### config.mk
export PLATFORM = sky130hd
export DESIGN_NAME = pipe_addsub
export DESIGN_NICKNAME = d
export VERILOG_FILES = /design/src/rtl/pipe_addsub.sv
export SDC_FILE = /design/constraint.sdc
export NUM_CORES = 1
export LEC_CHECK = 0
export ABC_AREA = 0
export ABC_CLOCK_PERIOD_IN_PS = 6400
export CAP_MARGIN = 40
export CORE_ASPECT_RATIO = 0.75
export CORE_MARGIN = 4
export CORE_UTILIZATION = 55
export CTS_CLUSTER_SIZE = 14
export DETAILED_ROUTE_END_ITERATION = 12
export PLACE_DENSITY = 0.79
export SLEW_MARGIN = 0
export SYNTH_ARGS = -nofsm -noshare
export SYNTH_HDL_FRONTEND = slang
export SYNTH_SLANG_ARGS = --single-unit
### constraint.sdc
create_clock -name clk -period 6.4 [get_ports clk]
set_input_delay 1.28 -clock clk [delete_from_list [all_inputs] [get_ports clk]]
set_output_delay 1.28 -clock clk [all_outputs]
set_load 0.01 [all_outputs]
### src/rtl/pipe_addsub.sv
// Carry-pipelined adder/subtractor: one CHUNK-bit slice is added per stage.
// Operand chunks are skewed forward and result chunks ride along, so all of s lines up.
module pipe_addsub_chunk #(
  parameter int CHUNK = 8
) (
  input  logic [CHUNK-1:0] a,
  input  logic [CHUNK-1:0] b,
  input  logic             ci,
  output logic [CHUNK-1:0] s,
  output logic             co
);
  assign {co, s} = {1'b0, a} + {1'b0, b} + {{CHUNK{1'b0}}, ci};
endmodule

module pipe_addsub #(
  parameter int WIDTH = 32,
  parameter int CHUNK = 8
) (
  input  logic             clk,
  input  logic             rst_n,
  input  logic [WIDTH-1:0] a,
  input  logic [WIDTH-1:0] b,
  input  logic             cin,
  input  logic             sub,
  input  logic             in_valid,
  output logic             in_ready,
  output logic [WIDTH-1:0] s,
  output logic             c,
  output logic             v,
  output logic             z,
  output logic             out_valid,
  input  logic             out_ready
);
  localparam int CK     = (CHUNK >= 1) ? CHUNK : 1;
  localparam int STAGES = WIDTH / CK;

  if (CHUNK < 1 || CHUNK > WIDTH || (WIDTH % CK) != 0) begin : g_bad_cfg
    $error("pipe_addsub: CHUNK must be in 1..WIDTH and divide WIDTH");
  end

  logic              adv, acc;
  logic [STAGES:1]   vld_pipe;
  logic [WIDTH-1:0]  bx;

  // A stalled result freezes the whole pipe, so every register shares one enable.
  assign adv       = ~(out_valid & ~out_ready);
  assign in_ready  = adv;
  assign acc       = in_valid & in_ready;
  assign bx        = sub ? ~b : b;
  assign out_valid = vld_pipe[STAGES];

  always_ff @(posedge clk or negedge rst_n)
    if (!rst_n)   vld_pipe <= '0;
    else if (adv) vld_pipe <= (vld_pipe << 1) | STAGES'(acc);

  for (genvar k = 0; k < STAGES; k++) begin : g_st
    logic [CK-1:0]        ca, cb, sum;
    logic                 ci, co, co_q;
    logic [(k+1)*CK-1:0]  res_d, res_q;

    if (k == 0) begin : g_src
      assign ca    = a[CK-1:0];
      assign cb    = bx[CK-1:0];
      assign ci    = cin ^ sub;
      assign res_d = sum;
    end else begin : g_src
      assign ca    = g_st[k-1].g_op.ra_q[CK-1:0];
      assign cb    = g_st[k-1].g_op.rb_q[CK-1:0];
      assign ci    = g_st[k-1].co_q;
      assign res_d = {sum, g_st[k-1].res_q};
    end

    pipe_addsub_chunk #(.CHUNK(CK)) u_chunk (
      .a(ca), .b(cb), .ci(ci), .s(sum), .co(co)
    );

    always_ff @(posedge clk or negedge rst_n)
      if (!rst_n) begin
        res_q <= '0;
        co_q  <= 1'b0;
      end else if (adv) begin
        res_q <= res_d;
        co_q  <= co;
      end

    // Skew register: the operand bits not yet consumed travel with the carry.
    if (k < STAGES-1) begin : g_op
      localparam int RW = WIDTH - (k+1)*CK;
      logic [RW-1:0] ra_d, rb_d, ra_q, rb_q;
      if (k == 0) begin : g_d
        assign ra_d = a[WIDTH-1:CK];
        assign rb_d = bx[WIDTH-1:CK];
      end else begin : g_d
        assign ra_d = g_st[k-1].g_op.ra_q[RW+CK-1:CK];
        assign rb_d = g_st[k-1].g_op.rb_q[RW+CK-1:CK];
      end
      always_ff @(posedge clk or negedge rst_n)
        if (!rst_n) begin
          ra_q <= '0;
          rb_q <= '0;
        end else if (adv) begin
          ra_q <= ra_d;
          rb_q <= rb_d;
        end
    end

    if (k == STAGES-1) begin : g_last
      logic cm, cm_q, z_q;
      // Carry into the MSB recovered from the MSB sum bit of the top chunk.
      assign cm = ca[CK-1] ^ cb[CK-1] ^ sum[CK-1];
      always_ff @(posedge clk or negedge rst_n)
        if (!rst_n) begin
          cm_q <= 1'b0;
          z_q  <= 1'b0;
        end else if (adv) begin
          cm_q <= cm;
          z_q  <= ~|res_d;
        end
    end
  end

  assign s = g_st[STAGES-1].res_q;
  assign c = g_st[STAGES-1].co_q;
  assign v = g_st[STAGES-1].g_last.cm_q ^ g_st[STAGES-1].co_q;
  assign z = g_st[STAGES-1].g_last.z_q;
endmodule

# --- Word level (Yosys, flattened, before mapping) ---
# Index checks and enable logic that the tools add are counted.
word_totals:
  ff_bits: 186
  input_bits: 70
  output_inout_bits: 37
  wordCells: 38
classes:
  addsub: 8
  muxes: 1
  n_bitwise: 10
  reduce_logical: 2
ops:
  columns: ["operator", "n"]
  rows:
  - ["$add A8 B8 Y9", 4]
  - ["$add A9 B1 Y9", 4]
  - ["$mux W32", 1]
  - ["$not A32 Y32", 1]
  - ["$reduce_or A32 Y1", 1]
  - ["$or A4 B1 Y4", 1]
  - ["$xor A1 B1 Y1", 4]
  - ["$and A1 B1 Y1", 2]
  - ["$not A1 Y1", 2]
  - ["$logic_not A1 Y1", 1]

# --- Logic depth before layout (Yosys ltp) ---
logic_depth:
  ltp_word: 5
  ltp_mapped: 11
  ltp_nobuf: 10

# --- Cells and area by module ---
# Synthesis repeated with hierarchy kept, for this count alone.
unflattened:
  hier_cells: 972
  area_unflattened_um2: 8744.6
modules_own_cells:
  columns: ["module", "n_inst", "cells_per_inst", "area_per_inst_um2", "seq_area_each_um2"]
  rows:
  - ["pipe_addsub", 1, 809, 7422.1, 4654.5]
  - ["pipe_addsub_chunk at g_st[0].u_chunk ...", 2, 42, 331.6, 0.0]
  - ["pipe_addsub_chunk at g_st[2].u_chunk", 1, 41, 346.6, 0.0]
  - ["pipe_addsub_chunk at g_st[3].u_chunk", 1, 38, 312.8, 0.0]

# --- Worst setup path after synthesis ---
# Ideal clock, no wire load.
synth_path:
  path_type: "input to register"
  start: "in sub"
  end: "reg g_st[0].co_q"
  setup_time_ns: 0.138
  arrival_ns: 3.555
  required_time_ns: 6.262
  setup_slack_ns: 2.706
  stages: 11
  n_path_buf: 2
  cell_sequence: "clkbuf_1 -> buf_2 -> xor2_1 -> fa_1 -> fa_1 -> a21o_1 -> a21oi_1 -> o21ai_1 -> and3b_1 -> o21ai_1 -> a31oi_1"
synth_between:
  elab_chain_len: 3
  word_cells_on_any_way: 4
  cone_classes: "add/sub: 2; mux: 1; bitwise: 1"
synth_lines:
  columns: ["element", "line_no", "source"]
  rows:
  - ["start: declaration", "24", "input logic sub,"]
  - ["$mux W32", "49", "assign bx = sub ? ~b : b;"]
  - ["$add A8 B8 Y9", "12", "assign {co, s} = {1'b0, a} + {1'b0, b} + {{CHUNK{1'b0}}, ci};"]
  - ["$add A9 B1 Y9 *", "12", null]
  - ["end signal: assignment", "83", "co_q <= co;"]
  - ["end: declaration", "58", "logic ci, co, co_q;"]
# Every way passes the cells marked *; elsewhere a longest branch is shown, timed or not.
# A chain may end at the register's enable or synchronous reset.

# --- Final worst setup path ---
layout_path:
  start: "in out_ready"
  end: "out in_ready"
layout_between:
  elab_chain_len: 3
layout_lines:
  columns: ["element", "line_no", "source"]
  rows:
  - ["start: declaration", "32", "input logic out_ready"]
  - ["$not A1 Y1", "46", "assign adv = ~(out_valid & ~out_ready);"]
  - ["$and A1 B1 Y1", "46", null]
  - ["$not A1 Y1", "46", null]
  - ["end: declaration", "26", "output logic in_ready,"]
# No other way between the ends.

==> flow_summary.ini <==
[outcome]
status = completed

[synth]
ys_ff_latch = 186
ys.flop_type = dfrtp_1
syn_area_per_cell_um2 = 9.06
synth_area_um2 = 8400
yosysTopAreaCell = dfrtp_1
synth_most_common_cell = nand2_1
yosys_warnings = 0
synth.area.top_cells = dfrtp_1 (55%), nand2_1 (19%), ha_1 (4.2%), xnor2_1 (3.6%), o21ai_1 (2.7%)
async_reset_ff_share_pct = 100
synth_top_cells_by_count = nand2_1 (431), dfrtp_1 (186), o21ai_1 (45)
synth.lib_cells_used.distinct = 36
ys_seq_area_share_pct = 55.4
synth_top_cell_area_share_pct = 55.4
syn_nets = 1033
syn_inst = 927
synth_enable_flop_cells = 0

[sta]
slew_headroom_pct = 44.6
hold_viol = 0
worst_pin_slew_ns = 0.832
skew_ns = 0.00882
timing.setup.tns_ns = 0
slew_viol_final = 0
fin_crit_sh_pct = 59.3
hold_ws_ns = 0.464
min_period_ns = 3.80
setup_violations = 0
rsz0062_at_grt = no
fmax_mhz = 263

[power]
power_leakage_nw = 4.98
p_per_area_nw_per_um2 = 487
ir_drop_uv = 252

[min_path]
min_from = s[9]
min_path_cells = 2
hold_path_end = s[9]
hp-class = reg2reg

[global_routing]
grt_max_degree = 212
grt_pass1_vias = 5957
antenna_found_initial = 0
grt_usage_pct = 20.4
grt_overflow_total = 0
grt_first_pass_wirelength_mm = 28.2

[setup_path]
r2r_slack_ns = 3.75
r2r_start = g_st[2].co_q
crit_arrival_ns = 2.52
ff2ff_path_depth = 8
r2r-end = z
crit_type = in2out
startpoint_type = primary input
crit_fanout = 2
cp.required_ns = 5.12
endpoint_kind = output port

[clock_network]
clk_path_buf_depth = 2
cts_hold_buf = 0
clock_sinks = 186
clk_pin_slew_ns = 0.07
post-cts-setup-buffer-count = 0
worstSkewPairLatency_ns = 0.43
htreeDepth = 4
root_buffer = clkbuf_16
cts_tree = yes
cts_buffers = 17
cts_resized = 0

[run]
timing.max_cap.violations = 0

[route]
ant_nets = 0
wl_per_cell_um = 13.4
drc = 0
drt-initial-drc-count = 330
wl_mm = 16.5
vias = 6157
firstDrtPassIters = 4
vias_per_cell = 5.02

[die]
chipWidth_um = 151
fp-row-count = 38
dieArea_um2 = 17300
pin_count = 107
coreArea_um2 = 14700
initial_core_util_pct = 57.2
die_h_um = 115

[finish]
area_delta_synth_final_pct = 21.2
num_antenna_cells = 0
fillers = 1136
drive_above_1_share_pct = 4.58
final_util_pct = 69.3
layout.nets = 1120

[placement]
gp_congestion = 0.841
dp_hpwl_mm = 10.8
numPortBuffers = 106
-- cell usage in the layout, fill, tap and decap left out, types with 3 or more instances in the layout --
cell type / n
xor2_1: 13
buf_4: 4
a21oi_1: 16
a211oi_1: 4
nor3_1: 11
clkdlybuf4s50_1: 104
o31ai_1: 9
fa_1: 8
ha_1: 28
dfrtp_1: 186
inv_6: 5
nor2_1: 30
inv_1: 17
a31oi_1: 4
nand2_1: 431
nor2b_1: 3
clkbuf_16: 17
clkinvlp_4: 3
and3b_1: 3
nor4_1: 6
o21a_1: 6
o21bai_1: 5
inv_8: 4
o21ai_1: 45
a21o_1: 4
xnor2_1: 35
-- stage by stage --
step	power [mW]	cell area, um^2	worst slack (ns)	cells
after floorplan	3.31	8400	2.71	927
after global placement	3.90	9590	2.44	1194
after detailed placement	3.97	9620	2.36	1195
after CTS	5.00	10200	2.58	1227
after global routing	5.38	10200	2.57	1227
final	4.96	10200	2.60	1227
-- sequential cells by signal, summed over array words and instances (netlist names) --
| signal | flops |
|---|---|
| g_st.co_q | 3 |
| s | 32 |
| z | 1 |
| g_st.g_last.cm_q | 1 |
| c | 1 |
| g_st.g_op.rb_q | 48 |
| g_st.g_op.ra_q | 48 |
| vld_pipe | 4 |
| g_st.res_q | 48 |
-- worst max path at each step --
stage / from / to / depth (start not counted) / slack (ns)
4_1_cts: out_ready / in_ready / 4 / 2.58
5_1_grt: out_ready / in_ready / 4 / 2.57
6_report: out_ready / in_ready / 4 / 2.60
3_5_place_dp: sub / g_st[0].co_q / 11 / 2.36
3_3_place_gp: sub / g_st[0].co_q / 11 / 2.44
2_1_floorplan: sub / g_st[0].co_q / 11 / 2.71
-- critical path, cell delays in order --
cell and delay [ns]:
clkdlybuf4s50_1 0.45, nor2b_4 0.22, inv_4 0.05, clkdlybuf4s50_1 0.51
-- power by group --
group | switching [mW] | internal [mW]
registers | 0.325 | 1.70
clock network | 0.479 | 0.524
logic | 1.05 | 0.880
-- cell families (layout without fill, tap and decap cells) --
| group | after synthesis | count (layout) | synth area share (%) |
|---|---|---|---|
| flops | 186 | 186 | 55.4 |
| simple gates | 491 | 491 | 22.8 |
| compound gates | 103 | 103 | 7.55 |
| xor+xnor | 49 | 49 | 5.20 |
| buf+inv | 62 | 162 | 2.98 |
| fa+ha+maj | 36 | 36 | 6.08 |
-- per-layer routing --
metal | GRT usage, % | wire [um] | up-vias | share of wire (%)
met1 | 29.6 | 7630 | 2887 | 46
met5 | 0 | 0 | - | 0
met3 | 4.10 | 936 | 10 | 5.7
met4 | 5.43 | 170 | 0 | 1.0
met2 | 31.7 | 7730 | 124 | 47
li1 | - | - | 3136 | -
-- final cells by class --
cell class              instances  area [um^2]  area share (%)
inverters                      18         70.1           0.688
multi-input cells             679         3510            34.4
flip-flops and latches        186         4650            45.7
clock buffers                  18          439            4.31
well taps                     200          250            2.46
clock inverters                14          125            1.23
repair buffers                112         1140            11.2
Note: power is estimated with default switching activity, not from simulation.
